**src/rtl/micro_riscv_fetch_unit_if.sv**
```systemverilog
// Instruction-memory bus for the fetch unit: req/gnt request phase, in-order rvalid response phase.
// A request is accepted on a cycle with req && gnt. Each accepted request returns exactly one rvalid, in order, at least one cycle later.
interface micro_riscv_fetch_unit_if;
   logic        instr_req_o;
   logic [31:0] instr_addr_o;
   logic        instr_gnt_i;
   logic        instr_rvalid_i;
   logic [31:0] instr_rdata_i;

   modport master (
      output instr_req_o,
      output instr_addr_o,
      input  instr_gnt_i,
      input  instr_rvalid_i,
      input  instr_rdata_i
   );

   modport slave (
      input  instr_req_o,
      input  instr_addr_o,
      output instr_gnt_i,
      output instr_rvalid_i,
      output instr_rdata_i
   );
endinterface

```
**src/rtl/micro_riscv_fetch_unit.sv**
```systemverilog
// Prefetching instruction-fetch front end: credit-limited request issue, in-order response capture
// into a first-word-fall-through FIFO, and redirect handling that flushes the FIFO and discards stale reads.
module micro_riscv_fetch_unit #(
   parameter int unsigned DEPTH           = 4,
   parameter int unsigned MAX_OUTSTANDING = 2,
   parameter logic [31:0] RESET_ADDR      = 32'h0000_0000
) (
   input  logic                       clk_i,
   input  logic                       reset_ni,
   micro_riscv_fetch_unit_if.master   imem,
   input  logic                       redirect_i,
   input  logic [31:0]                redirect_pc_i,
   input  logic                       halt_i,
   output logic                       if_valid_o,
   input  logic                       if_ready_i,
   output logic [31:0]                if_instr_o,
   output logic [31:0]                if_pc_o,
   output logic [$clog2(DEPTH+1)-1:0] fifo_count_o,
   output logic                       busy_o
);

   localparam int unsigned PW = $clog2(DEPTH);
   localparam int unsigned CW = $clog2(DEPTH+1);
   localparam int unsigned OW = $clog2(MAX_OUTSTANDING+1);

   logic [31:0]   fetch_pc_q, fetch_pc_d;
   logic [31:0]   resp_pc_q, resp_pc_d;
   logic [OW-1:0] out_q, out_d;
   logic [OW-1:0] disc_q, disc_d;
   logic          stall_q, stall_d;
   logic [PW-1:0] wr_ptr_q, wr_ptr_d;
   logic [PW-1:0] rd_ptr_q, rd_ptr_d;
   logic [CW-1:0] count_q, count_d;
   logic [31:0]   pc_mem_q [DEPTH];
   logic [31:0]   instr_mem_q [DEPTH];

   logic        credit_ok;
   logic        req;
   logic        grant;
   logic        rsp_ok;
   logic        rsp_drop;
   logic        push;
   logic        pop;
   logic        valid;
   logic [31:0] target_pc;

   assign target_pc = redirect_pc_i & ~32'h3;

   // Credits cover both in-flight reads and occupied slots, so every response has a FIFO slot waiting.
   assign credit_ok = (out_q < OW'(MAX_OUTSTANDING)) &&
                      (({1'b0, count_q} + (CW+1)'(out_q)) < (CW+1)'(DEPTH));

   // A stalled request stays up until granted even if halt arrives; redirect withdraws it immediately.
   assign req   = reset_ni && !redirect_i && (stall_q || (!halt_i && credit_ok));
   assign grant = req && imem.instr_gnt_i;

   // Responses with no read in flight can only be leftovers from before a reset and are ignored.
   assign rsp_ok   = imem.instr_rvalid_i && (out_q != '0);
   assign rsp_drop = rsp_ok && (redirect_i || (disc_q != '0));
   assign push     = rsp_ok && !rsp_drop;

   assign valid = (count_q != '0) && !redirect_i;
   assign pop   = valid && if_ready_i;

   always_comb begin
      out_d      = out_q + OW'(grant) - OW'(rsp_ok);
      disc_d     = disc_q;
      fetch_pc_d = fetch_pc_q;
      resp_pc_d  = resp_pc_q;
      stall_d    = req && !imem.instr_gnt_i;
      wr_ptr_d   = wr_ptr_q;
      rd_ptr_d   = rd_ptr_q;
      count_d    = count_q;
      if (redirect_i) begin
         // Everything still in flight after this edge belongs to the old path, so back-to-back
         // redirects never count the same read twice.
         disc_d     = out_d;
         fetch_pc_d = target_pc;
         resp_pc_d  = target_pc;
         wr_ptr_d   = '0;
         rd_ptr_d   = '0;
         count_d    = '0;
      end else begin
         if (rsp_drop) disc_d = disc_q - OW'(1);
         if (grant) fetch_pc_d = fetch_pc_q + 32'd4;
         if (push) begin
            resp_pc_d = resp_pc_q + 32'd4;
            wr_ptr_d  = wr_ptr_q + PW'(1);
         end
         if (pop) rd_ptr_d = rd_ptr_q + PW'(1);
         count_d = count_q + CW'(push) - CW'(pop);
      end
   end

   always_ff @(posedge clk_i) begin
      if (!reset_ni) begin
         fetch_pc_q <= RESET_ADDR;
         resp_pc_q  <= RESET_ADDR;
         out_q      <= '0;
         disc_q     <= '0;
         stall_q    <= 1'b0;
         wr_ptr_q   <= '0;
         rd_ptr_q   <= '0;
         count_q    <= '0;
      end else begin
         fetch_pc_q <= fetch_pc_d;
         resp_pc_q  <= resp_pc_d;
         out_q      <= out_d;
         disc_q     <= disc_d;
         stall_q    <= stall_d;
         wr_ptr_q   <= wr_ptr_d;
         rd_ptr_q   <= rd_ptr_d;
         count_q    <= count_d;
      end
   end

   always_ff @(posedge clk_i) begin
      if (push) begin
         pc_mem_q[wr_ptr_q]    <= resp_pc_q;
         instr_mem_q[wr_ptr_q] <= imem.instr_rdata_i;
      end
   end

   assign imem.instr_req_o  = req;
   assign imem.instr_addr_o = fetch_pc_q;
   assign if_valid_o        = valid;
   assign if_instr_o        = valid ? instr_mem_q[rd_ptr_q] : 32'h0;
   assign if_pc_o           = valid ? pc_mem_q[rd_ptr_q] : 32'h0;
   assign fifo_count_o      = count_q;
   assign busy_o            = (out_q != '0);

   full_push_a : assert property (@(posedge clk_i) disable iff (!reset_ni)
      !(push && !pop && (count_q == CW'(DEPTH))));

endmodule

```
**src/flat_wrapper.sv**
```systemverilog
// flat-port wrapper written by rule: the top's interface ports become plain ports
module micro_riscv_fetch_unit_flat 
#(
   parameter int unsigned DEPTH           = 4,
   parameter int unsigned MAX_OUTSTANDING = 2,
   parameter logic [31:0] RESET_ADDR      = 32'h0000_0000
)
  (clk_i, reset_ni, redirect_i, redirect_pc_i, halt_i, if_valid_o, if_ready_i, if_instr_o, if_pc_o, fifo_count_o, busy_o, imem_instr_req_o, imem_instr_addr_o, imem_instr_gnt_i, imem_instr_rvalid_i, imem_instr_rdata_i);
  micro_riscv_fetch_unit_if imem_i ();
  input  logic clk_i;
  input  logic reset_ni;
  input  logic redirect_i;
  input  logic [31:0] redirect_pc_i;
  input  logic halt_i;
  output logic if_valid_o;
  input  logic if_ready_i;
  output logic [31:0] if_instr_o;
  output logic [31:0] if_pc_o;
  output logic [$clog2(DEPTH+1)-1:0] fifo_count_o;
  output logic busy_o;
  output wire logic [$bits(imem_i.instr_req_o)-1:0] imem_instr_req_o;
  output wire logic [$bits(imem_i.instr_addr_o)-1:0] imem_instr_addr_o;
  input wire logic [$bits(imem_i.instr_gnt_i)-1:0] imem_instr_gnt_i;
  input wire logic [$bits(imem_i.instr_rvalid_i)-1:0] imem_instr_rvalid_i;
  input wire logic [$bits(imem_i.instr_rdata_i)-1:0] imem_instr_rdata_i;
  assign imem_instr_req_o = imem_i.instr_req_o;
  assign imem_instr_addr_o = imem_i.instr_addr_o;
  assign imem_i.instr_gnt_i = imem_instr_gnt_i;
  assign imem_i.instr_rvalid_i = imem_instr_rvalid_i;
  assign imem_i.instr_rdata_i = imem_instr_rdata_i;
  micro_riscv_fetch_unit #(.DEPTH(DEPTH), .MAX_OUTSTANDING(MAX_OUTSTANDING), .RESET_ADDR(RESET_ADDR)) u_core (.clk_i(clk_i), .reset_ni(reset_ni), .imem(imem_i), .redirect_i(redirect_i), .redirect_pc_i(redirect_pc_i), .halt_i(halt_i), .if_valid_o(if_valid_o), .if_ready_i(if_ready_i), .if_instr_o(if_instr_o), .if_pc_o(if_pc_o), .fifo_count_o(fifo_count_o), .busy_o(busy_o));
endmodule
```
**config.mk**
```make
export PLATFORM = sky130hd
export DESIGN_NAME = micro_riscv_fetch_unit_flat
export DESIGN_NICKNAME = d
export VERILOG_FILES = /design/src/rtl/micro_riscv_fetch_unit_if.sv /design/src/rtl/micro_riscv_fetch_unit.sv /design/src/flat_wrapper.sv
export SDC_FILE = /design/constraint.sdc
export NUM_CORES = 1
export LEC_CHECK = 0
export CORE_ASPECT_RATIO = 0.9
export CORE_UTILIZATION = 61
export CTS_BUF_LIST = sky130_fd_sc_hd__clkbuf_4
export DETAILED_ROUTE_END_ITERATION = 10
export HOLD_SLACK_MARGIN = 0.06
export PLACE_DENSITY = 0.87
export SKIP_CTS_REPAIR_TIMING = 1
export SLEW_MARGIN = 15
export SYNTH_ARGS = -nofsm -noshare
export SYNTH_HDL_FRONTEND = slang
export SYNTH_SLANG_ARGS = --single-unit
export TNS_END_PERCENT = 30
```
**constraint.sdc**
```tcl
create_clock -name clk_i -period 5.7 [get_ports clk_i]
set_clock_uncertainty 0.05 [all_clocks]
set_input_delay 1.425 -clock clk_i [delete_from_list [all_inputs] [get_ports clk_i]]
set_output_delay 1.425 -clock clk_i [all_outputs]
set_load 0.01 [all_outputs]
```
### Yosys cells after proc, flatten, opt, wreduce, memory -nomap -nowiden

Memories as Yosys holds them, arrays and structs flattened. A register that Yosys moved wholly into a read port is not among the register bits.
Index checks and enable logic that the tools add are counted.

* register bits after elaboration: 76
* bits in latches: 0
* bits in writable memories: 256
* memory bits (read-only): 0
* bits of input ports: 71
* output and inout port bits: 102
* memories kept: 2

Memory list
* u_core.instr_mem_q: depth 4, width 32, read ports 1, clocked after Yosys merged registers in 1, wr ports 1, RTL line micro_riscv_fetch_unit.sv:35 `logic [31:0] instr_mem_q [DEPTH];`
* u_core.pc_mem_q: depth 4, width 32, read ports 1, clocked after Yosys merged registers in 1, wr ports 1, RTL line micro_riscv_fetch_unit.sv:34 `logic [31:0] pc_mem_q [DEPTH];`

* add/sub/neg operators: 10
* multiply operators: 0
* div/mod/pow operators: 0
* magnitude comparators: 2
* equal/unequal tests: 0
* shifts and indexed selects: 0
* muxes and demuxes: 14
* bitwise gates (word level): 1
* reduce and logical (&&, ||, !) cells: 24

Operators by type and width (count)
* $mux W32: 6
* $add A32 B3 Y32 const B: 2
* $mux W2: 6
* $logic_and A1 B1 Y1: 11
* $reduce_bool A2 Y1: 5
* $add A2 B1 Y2 const B: 2
* $add A3 B2 Y4: 1
* $logic_not A1 Y1: 4
* $lt A4 B3 Y1 const B: 1
* $add A3 B1 Y3: 1
* $reduce_bool A3 Y1: 1
* $sub A3 B1 Y3: 1
* $add A2 B1 Y2: 1
* $logic_or A1 B1 Y1: 2
* $lt A2 B2 Y1 const B: 1
* $mux W1: 2
* $reduce_or A2 Y1: 1
* $sub A2 B1 Y2: 1
* $sub A2 B1 Y2 const B: 1
* $not A1 Y1: 1

### Longest topological paths before layout

Gate-level depths: netlist (run 1).

* depth in word-level cells: 10
* mapped depth: 11
* gate-level depth less buffers: 10

### Least setup slack after synthesis (run 1)

No wires, ideal clock.

* path type: input port to flip-flop
* start point: in imem_instr_rvalid_i
* end point: mem u_core.instr_mem_q[0][0], enable pin
* data arrival time: 3.424 ns
* slack: 1.800 ns
* stages: 3
* path buffers: 0
* cells stage by stage: o211ai_1 -> nor2_1 -> and2_1

* cells in the longest elaborated chain, start to end: 6

RTL lines
* from (decl): RTL line flat_wrapper.sv:24 `input wire logic [$bits(imem_i.instr_rvalid_i)-1:0] imem_instr_rvalid_i;`
* $logic_and A1 B1 Y1 (*): RTL line micro_riscv_fetch_unit.sv:58 `assign rsp_ok = imem.instr_rvalid_i && (out_q != '0);`
* $logic_and A1 B1 Y1: RTL line micro_riscv_fetch_unit.sv:59 `assign rsp_drop = rsp_ok && (redirect_i || (disc_q != '0));`
* $logic_not A1 Y1: RTL line micro_riscv_fetch_unit.sv:60 `assign push = rsp_ok && !rsp_drop;`
* $logic_and A1 B1 Y1 (*): RTL line micro_riscv_fetch_unit.sv:60
* via u_core.push: RTL line micro_riscv_fetch_unit.sv:42 `logic push;`
* $mux W1 (*): RTL line micro_riscv_fetch_unit.sv:118 `if (push) begin`
* $mux W1 (not written as such) (*): RTL line micro_riscv_fetch_unit.sv:120 `instr_mem_q[wr_ptr_q] <= imem.instr_rdata_i;`
* to (decl): RTL line micro_riscv_fetch_unit.sv:35

The timed path passes the listed nets; every way through them passes the cells marked *.

### Worst setup path in the final report (run 1)

* start point: in redirect_i
* end point: out if_pc_o[16]

* cells in the longest elaborated chain, start to end: 3

RTL lines
* from (decl): RTL line flat_wrapper.sv:12 `input logic redirect_i;`
* $logic_not A1 Y1: RTL line micro_riscv_fetch_unit.sv:62 `assign valid = (count_q != '0) && !redirect_i;`
* $logic_and A1 B1 Y1: RTL line micro_riscv_fetch_unit.sv:62
* $mux W32: RTL line micro_riscv_fetch_unit.sv:128 `assign if_pc_o = valid ? pc_mem_q[rd_ptr_q] : 32'h0;`
* to (decl): RTL line flat_wrapper.sv:18 `output logic [31:0] if_pc_o;`

Every way passes these cells.

==> results.json, run 1 <==
{
  "outcome": "finished clean",
  "cp_slowest_cell": "clkdlybuf4s50_1",
  "mostFrequentLayoutCell": "edfxtp_1",
  "nFillCells": 1231,
  "slew_viol_final": 0,
  "power_frac_seq_pct": 54.5,
  "period_share_pct": 81.6,
  "critical_path.endpoint_type": "primary output",
  "start_util_pct": 62.7,
  "vias": 8132,
  "ant_nets": 0,
  "port_buffers": 166,
  "layout_common_cells": "edfxtp_1, clkdlybuf4s50_1, clkbuf_4",
  "ys.warnings.count": 0,
  "cpMostUsedCell": "clkdlybuf4s50_1",
  "clk_path_buf_depth": 3,
  "crit_family": "buffers and inverters",
  "fmax_mhz": 215,
  "setup_slack_ns": 1.05,
  "final-hold-violation-count": 0,
  "crit_type": "in -> out",
  "cts.sinks": 322,
  "synth_cell_types": 44,
  "postSynthCellCount": 848,
  "maxCapViolCount": 0,
  "wire_per_inst_um": 19.4,
  "chipHeight_um": 141,
  "rsz0062_at_grt": "no",
  "power.leakage_nw": 5.31,
  "p_int_mw": 3.84,
  "hold_path_class": "reg -> reg",
  "wl_um": 27300,
  "diodes": 0,
  "globalRoute.totalOverflow": 0,
  "cts_made_buffers": 77,
  "crit_chain": "clkdlybuf4s50_1 > buf_4 > nor2_4 > buf_12 > and2_1 > clkdlybuf4s50_1",
  "slowest_delay_ns": 0.61,
  "track_usage_pct": 25.7,
  "dpl_cell_area_um2": 15200,
  "dp_slack_ns": 1.04,
  "routabilityCongestion": 0.901,
  "io_pins": 173,
  "area_growth_syn_to_layout_pct": 22.8,
  "placed_cells": 1272,
  "pwr-share-comb_pct": 9.1,
  "ir_drop_mv": 0.193,
  "rows": 50,
  "clock_power_share_pct": 36.5,
  "fin_tns_setup_ns": 0,
  "cts.htree.levels": 3,
  "design.core.area_um2": 21000,
  "netlist_area_um2": 13100,
  "detail_route.iter0.violations": 525,
  "fin_cells": 1408,
  "whs_ns": 0.475,
  "grt_pass1_wl_um": 42800,
  "p_total_mw": 5.01,
  "switching_share_pct": 23.2,
  "antenna_found_initial": 0,
  "viasPerCell": 5.78,
  "die_area_um2": 22100,
  "yosysSeqAreaShare_pct": 67.9,
  "crit_buf_inv": 4,
  "grt_pass1_vias": 8152,
  "final.min_clock_period_ns": 4.65,
  "drive_above_1_share_pct": 19.4,
  "arrival_ns": 3.17,
  "cts_tree": "yes",
  "critPathMaxFanout": 65,
  "grt_max_degree": 66,
  "clk_pin_slew_ns": 0.06,
  "cp-start-kind": "input pin",
  "required_ns": 4.22,
  "setup_violations": 0,
  "insertion_delay_ns": 0.66,
  "final_util_pct": 77.0,
  "pwr_density_cell_nw_per_um2": 310,
  "slew_headroom_pct": 38.7,
  "dp_hpwl_um": 17800,
  "worst_slew_pin_slew_ns": 0.920,
  "drc": 0,
  "design_area_um2": 16100,
  "p_sw_mw": 1.16,
  "cts_root_buffer": "clkbuf_4",
  "syn_avg_cell_area_um2": 15.5,
  "synth_seq_cells": 322,
  "firstDrtPassIters": 5,
  "fp.dieW_um": 157,
  "nNetsFinal": 1149
}
==> cells in the mapped netlist (all sizes together) <==
cell     number  area [um^2]
nand4        18          113
clkbuf       32          120
o2111ai       1         8.76
dfxtp        74         1480
edfxtp      248         7450
xnor2        35          307
nor2         19         71.3
conb          1         3.75
and3          8         50.1
a21oi        57          285
fa            1         20.0
mux4         62         1400
o211ai        4         43.8
or3           4         25.0
nand4b        2         17.5
mux2i         2         20.0
nand2b        1         13.8
and4          6         52.6
nand3        23          115
xor2         25          219
inv          20         75.1
a31oi         6         37.5
o21a          1         7.51
nor3          8         40.0
and2         69          432
buf          17          104
nand2        29          109
or2           2         12.5
ha           12          150
and3b         1         10.0
or4           4         35.0
o21ai        34          170
mux2          1         11.3
nor4b         1         8.76
nor4         19          125
nor2b         1         6.26
==> final timing paths <==
| check | startpoint | to | slack (ns) | cells past startpoint |
|---|---|---|---|---|
| min reg2reg | u_core.rd_ptr_q[1] | flip-flop | 0.47 | 2 |
| max reg2reg | u_core.disc_q[0] | u_core.instr_mem_q[0][5] | 2.88 | 6 |
| max | redirect_i | if_pc_o[16] | 1.05 | 6 |
| min | u_core.rd_ptr_q[1] | flip-flop | 0.47 | 2 |
==> tightest hold or removal path, delay by kind of cell, from the launching register on <==
| family | cells | cell delay (ns) |
|---|---|---|
| XOR/XNOR | 1 | 0.06 |
| flip-flops | 1 | 0.32 |
| AND/OR/NAND/NOR | 1 | 0.10 |
==> power by group through the flow <==
stage	clock [mW]	combinational, mW	sequential, mW
6_report	1.83	0.453	2.73
5_1_grt	2.00	0.495	2.74
4_1_cts	1.87	0.457	2.73
3_5_place_dp	0	0.452	2.78
3_3_place_gp	0	0.441	2.77
2_1_floorplan	0	0.249	2.76
==> kinds of logic (layout without fill, tap and decap cells) <==
family,count (synthesis),after routing,synth area share (%)
buffers and inverters,69,340,2.28
other,1,4,0.0285
multiplexers,65,65,10.9
flip-flops,322,322,67.9
XOR/XNOR,60,60,4.00
AO/OA/AOI/OAI,103,103,4.21
adder cells (fa/ha/maj),13,13,1.29
AND/OR/NAND/NOR,215,215,9.41
==> area by class of cell <==
cell class                      instances  area [um^2]  share of cell area (%)
Clock buffer                          116          871                    5.40
Clock inverter                         20          103                   0.636
Multi-Input combinational cell        460         3940                    24.4
Inverter                               20         75.1                   0.465
Timing Repair Buffer                  184         1860                    11.5
Sequential cell                       322         8930                    55.4
Tap cell                              286          358                    2.22
==> registers in the layout (all words and copies together), names as in the netlist, named ones only <==
register	flops
u_core.rd_ptr_q	2
u_core.out_q	2
u_core.resp_pc_q	30
u_core.instr_mem_q	128
u_core.wr_ptr_q	2
u_core.pc_mem_q	120
u_core.stall_q	1
u_core.imem.instr_addr_o	30
u_core.fifo_count_o	3
u_core.disc_q	2
==> metal layers <==
metal	global-route usage (%)	part of all wire, %
met1	34.8	42
met2	41.1	48
met3	5.56	8.1
met4	9.60	2.1
met5	0	0
No activity file was read; power rests on OpenSTA's default activity.
==> run 2: changes to the inputs <==
--- a/config.mk
+++ b/config.mk
@@ -6,11 +6,11 @@
 export NUM_CORES = 1
 export LEC_CHECK = 0
 export CORE_ASPECT_RATIO = 0.9
-export CORE_UTILIZATION = 61
+export CORE_UTILIZATION = 52
 export CTS_BUF_LIST = sky130_fd_sc_hd__clkbuf_4
 export DETAILED_ROUTE_END_ITERATION = 10
 export HOLD_SLACK_MARGIN = 0.06
-export PLACE_DENSITY = 0.87
+export PLACE_DENSITY = 0.79
 export SKIP_CTS_REPAIR_TIMING = 1
 export SLEW_MARGIN = 15
 export SYNTH_ARGS = -nofsm -noshare
==> constraint.sdc (replaced) <==
create_clock -name clk_i -period 3.8 [get_ports clk_i]
set_clock_uncertainty 0.05 [all_clocks]
set_input_delay 0.95 -clock clk_i [delete_from_list [all_inputs] [get_ports clk_i]]
set_output_delay 0.95 -clock clk_i [all_outputs]
set_load 0.01 [all_outputs]
==> run 2 against run 1 <==
Clock-buffer cell count is 5 lower. Global-route usage is 4.0 points lower. Final cell count is 4.3% higher. Cell area is 1.1% higher. Sequential power is 50% higher. Largest power group unchanged. Sequential cell count stayed put.
==> results.json, run 2 (synthesis results as in run 1) <==
{
  "cp_slowest_cell": "clkdlybuf4s50_1",
  "largestRegisters": "u_core.instr_mem_q (128), u_core.pc_mem_q (120)",
  "fp.dieW_um": 170,
  "globalRoute.totalOverflow": 0,
  "design.core.area_um2": 24500,
  "final-hold-violation-count": 0,
  "cpMostUsedCell": "clkdlybuf4s50_1",
  "design_area_um2": 16300,
  "critPathMaxFanout": 22,
  "slew_headroom_pct": 43.4,
  "clock_power_share_pct": 36.2,
  "fin_cells": 1468,
  "start_util_pct": 53.6,
  "rr_startpoint": "u_core.fifo_count_o[1]",
  "period_share_pct": 96.1,
  "hold_path_class": "reg -> reg",
  "drive_above_1_share_pct": 19.4,
  "cts.sinks": 322,
  "cts_tree": "yes",
  "mostFrequentLayoutCell": "edfxtp_1",
  "area_growth_syn_to_layout_pct": 24.2,
  "crit_type": "in -> out",
  "regMostFlops": "u_core.instr_mem_q",
  "grt_pass1_vias": 8104,
  "vias": 8093,
  "cp-startpoint": "redirect_i",
  "io_pins": 173,
  "insertion_delay_ns": 0.67,
  "dp_hpwl_um": 17500,
  "cp-start-kind": "input pin",
  "dpl_cell_area_um2": 15300,
  "required_ns": 2.80,
  "antenna_found_initial": 1,
  "pwr_density_cell_nw_per_um2": 460,
  "rsz0062_at_grt": "no",
  "slowest_delay_ns": 0.53,
  "largest_reg_flops": 128,
  "grt_max_degree": 63,
  "die_area_um2": 25900,
  "p_sw_mw": 1.76,
  "track_usage_pct": 21.6,
  "switching_share_pct": 23.5,
  "crit_buf_inv": 3,
  "port_buffers": 166,
  "r2r_end": "u_core.fifo_count_o[2]",
  "power_frac_seq_pct": 54.5,
  "crit_chain": "clkdlybuf4s50_1 > nor2_4 > buf_4 > and2_1 > clkdlybuf4s50_1",
  "wire_per_inst_um": 18.7,
  "final_util_pct": 66.5,
  "wl_um": 27400,
  "fin_tns_setup_ns": 0,
  "drc": 0,
  "grt_pass1_wl_um": 42600,
  "nNetsFinal": 1154,
  "placed_cells": 1326,
  "nFillCells": 1743,
  "power.leakage_nw": 5.34,
  "cts_root_buffer": "clkbuf_4",
  "clk_path_buf_depth": 3,
  "cp.depth": 5,
  "outcome": "finished clean",
  "detail_route.iter0.violations": 595,
  "clk_pin_slew_ns": 0.06,
  "rows": 54,
  "reg2reg_depth": 11,
  "firstDrtPassIters": 5,
  "worst_slew_pin_slew_ns": 0.845,
  "p_int_mw": 5.74,
  "cts_made_buffers": 78,
  "slew_viol_final": 0,
  "chipHeight_um": 153,
  "ir_drop_mv": 0.201,
  "fmax_mhz": 274,
  "crit_family": "buffers and inverters",
  "layout_common_cells": "edfxtp_1, clkdlybuf4s50_1, clkbuf_4",
  "routabilityCongestion": 0.855,
  "crit_path_end": "if_pc_o[13]",
  "final.min_clock_period_ns": 3.65,
  "arrival_ns": 2.65,
  "ant_nets": 0,
  "critical_path.endpoint_type": "primary output",
  "viasPerCell": 5.51,
  "cts.htree.levels": 3,
  "maxCapViolCount": 0,
  "setup_violations": 0,
  "pwr-share-comb_pct": 9.3,
  "hold_depth": 2,
  "reg2reg_slack_ns": 1.20
}
==> run 2: layout make-up <==
cell class,instances,area [um^2],area share [%]
Multi-Input combinational cell,460,3940,24.2
Tap cell,336,420,2.58
Timing Repair Buffer,188,1960,12.0
Antenna cell,2,5.00,0.0307
Clock buffer,111,833,5.11
Sequential cell,322,8930,54.7
Inverter,20,75.1,0.460
Clock inverter,29,146,0.897
==> run 2: power by group through the flow <==
stage	Clock, mW	Sequential (mW)	Combinational (mW)
final	2.72	4.09	0.695
after global routing	2.96	4.10	0.757
after CTS	2.80	4.09	0.699
after detailed placement	0	4.16	0.694
after global placement	0	4.15	0.684
after floorplan	0	4.13	0.374
==> run 2: how the worst min path moves through the flow <==
stage,start,endpoint,slack [ns]
4_1_cts,u_core.resp_pc_q[21],u_core.pc_mem_q[0][21],0.49
3_5_place_dp,u_core.rd_ptr_q[0],u_core.rd_ptr_q[0],0.47
6_report,u_core.rd_ptr_q[1],flip-flop,0.49
2_1_floorplan,u_core.resp_pc_q[31],u_core.pc_mem_q[0][31],0.42
3_3_place_gp,u_core.rd_ptr_q[1],flip-flop,0.46
5_1_grt,u_core.resp_pc_q[7],u_core.pc_mem_q[2][7],0.50
==> run 2: routing by layer <==
layer	up-vias	routed length (um)	track usage (%)
met3	35	1990	5.05
met1	4007	12100	30.3
met4	0	357	7.16
met2	311	13000	33.4
met5	-	0	0
li1	3740	-	-
==> run 2: per-stage QoR <==
step                      hold slack (ns)  power [mW]  setup WS (ns)
after floorplan                     0.419        4.51          0.375
after global placement              0.455        4.83          0.166
after detailed placement            0.475        4.86          0.126
after CTS                           0.490        7.59          0.112
after global routing                0.502        7.83         0.0409
final                               0.488        7.50          0.150
==> run 2: worst register-to-register path, stage by stage, from the launching register on <==
cell and delay (ns):
dfxtp_1 0.37, nor3_1 0.32, nor2_4 0.12, buf_12 0.17
and2_1 0.19, ha_1 0.28, inv_1 0.04, ha_1 0.18
fa_1 0.39, xnor2_1 0.19, xnor2_1 0.14, nor2_1 0.05
==> run 3: changes to the inputs <==
--- a/config.mk
+++ b/config.mk
@@ -5,12 +5,14 @@
 export SDC_FILE = /design/constraint.sdc
 export NUM_CORES = 1
 export LEC_CHECK = 0
+export ABC_CLOCK_PERIOD_IN_PS = 3800
 export CORE_ASPECT_RATIO = 0.9
 export CORE_UTILIZATION = 52
 export CTS_BUF_LIST = sky130_fd_sc_hd__clkbuf_4
 export DETAILED_ROUTE_END_ITERATION = 10
 export HOLD_SLACK_MARGIN = 0.06
 export PLACE_DENSITY = 0.79
+export REMOVE_ABC_BUFFERS = 1
 export SKIP_CTS_REPAIR_TIMING = 1
 export SLEW_MARGIN = 15
 export SYNTH_ARGS = -nofsm -noshare
==> run 3 against run 2 <==
Via count decreased by 0.19%. Critical path depth decreased by 1. Sequential power about the same. First-iteration DRC count increased by 17%. Non-clock buffer count increased by 10. Clock power increased by 12%. Register-to-register slack got worse by 0.12 ns. Clock-buffer cell count increased by 13. Cell area increased by 1.3%. Routed wire length increased by 1.2%.
==> results.json, run 3 (synthesis results as in run 1) <==
{
  "antenna_found_initial": 0,
  "start_util_pct": 53.6,
  "vias": 8078,
  "cts_tree": "yes",
  "dp_slack_ns": 0.228,
  "wl_um": 27700,
  "insertion_delay_ns": 0.67,
  "detail_route.iter0.violations": 695,
  "met3_usage_pct": 6.06,
  "slew_viol_final": 0,
  "final_util_pct": 67.4,
  "busiest_layer": "met2",
  "globalRoute.totalOverflow": 0,
  "rows": 54,
  "drive_above_1_share_pct": 21.2,
  "clk_pin_slew_ns": 0.06,
  "required_ns": 2.80,
  "grt_use_met1_pct": 30.3,
  "cts.htree.levels": 3,
  "nFillCells": 1734,
  "drc": 0,
  "slew_headroom_pct": 41.6,
  "ant_nets": 0,
  "port_buffers": 166,
  "pwr_density_cell_nw_per_um2": 475,
  "die_area_um2": 25900,
  "chipHeight_um": 153,
  "arrival_ns": 2.62,
  "viasPerCell": 5.45,
  "power.leakage_nw": 5.48,
  "area_growth_syn_to_layout_pct": 25.7,
  "largest_reg_flops": 128,
  "nNetsFinal": 1167,
  "routabilityCongestion": 0.850,
  "grt_max_degree": 66,
  "firstDrtPassIters": 6,
  "multi_input_area_um2": 3940,
  "grt_pass1_vias": 8295,
  "p_total_mw": 7.86,
  "fp.dieW_um": 170,
  "layout_common_cells": "edfxtp_1, clkdlybuf4s50_1, clkbuf_4",
  "grt_use_met2_pct": 35.0,
  "critical_path.endpoint_type": "primary output",
  "final-hold-violation-count": 0,
  "outcome": "finished clean",
  "hold_path_class": "reg -> reg",
  "final.min_clock_period_ns": 3.62,
  "clk_path_buf_depth": 3,
  "regMostFlops": "u_core.instr_mem_q",
  "largestRegisters": "u_core.instr_mem_q (128), u_core.pc_mem_q (120)",
  "rsz0062_at_grt": "no",
  "cp-start-kind": "flip-flop",
  "io_pins": 173,
  "mostFrequentLayoutCell": "edfxtp_1",
  "critPathMaxFanout": 25,
  "wire_per_inst_um": 18.7,
  "dp_hpwl_um": 17300,
  "setup_slack_ns": 0.180,
  "period_share_pct": 95.3,
  "worst_slew_pin_slew_ns": 0.872,
  "ir_drop_mv": 0.336,
  "setup_violations": 0,
  "track_usage_pct": 22.3,
  "fmax_mhz": 276,
  "seqCellArea_um2": 8930,
  "design.core.area_um2": 24500,
  "cts.sinks": 322,
  "maxCapViolCount": 0,
  "cts_root_buffer": "clkbuf_4",
  "grt_pass1_wl_um": 44100,
  "crit_type": "reg -> out",
  "cts_made_buffers": 81,
  "diodes": 0
}
[run 3: final timing paths]
path	end	cells after the start	startpoint	slack, ns
min	flip-flop	2	u_core.rd_ptr_q[1]	0.47
min reg2reg	flip-flop	2	u_core.rd_ptr_q[1]	0.47
max reg2reg	u_core.disc_q[1]	10	u_core.out_q[1]	1.08
max	if_instr_o[31]	4	flip-flop	0.18
[run 3: layout make-up]
| cell class | count | area share [%] |
|---|---|---|
| clock buffers | 124 | 5.63 |
| clock inverters | 21 | 1.14 |
| inverters | 20 | 0.454 |
| multi-input cells | 460 | 23.8 |
| flip-flops and latches | 322 | 54.1 |
| well taps | 336 | 2.54 |
| repair buffers | 198 | 12.3 |
[run 3: per-layer routing]
metal | wire [um] | vias up | part of all wire [%]
met5 | 0 | - | 0
met1 | 12100 | 3950 | 44
li1 | - | 3763 | -
met4 | 456 | 0 | 1.6
met3 | 2070 | 43 | 7.5
met2 | 13100 | 322 | 47
[run 3: power breakdown]
part / internal [mW] / switching, mW
logic: 0.361 / 0.344
registers: 3.96 / 0.127
clock network: 1.76 / 1.31
[run 3: worst max-delay path: stages (launching register included)]
cell	delay (ns)
dfxtp_4	0.49
buf_12	0.27
mux4_2	0.54
and2_1	0.17
clkdlybuf4s50_1	0.47
[run 3: metrics by stage]
stage                     setup TNS, ns  hold slack, ns  instances  cell area, um^2
after floorplan                  -42.38           0.419        802            12900
after global placement                0           0.453       1324            15300
after detailed placement              0           0.471       1324            15300
after CTS                        -0.663           0.486       1469            16400
after global routing                  0           0.516       1481            16500
final                                 0           0.475       1481            16500
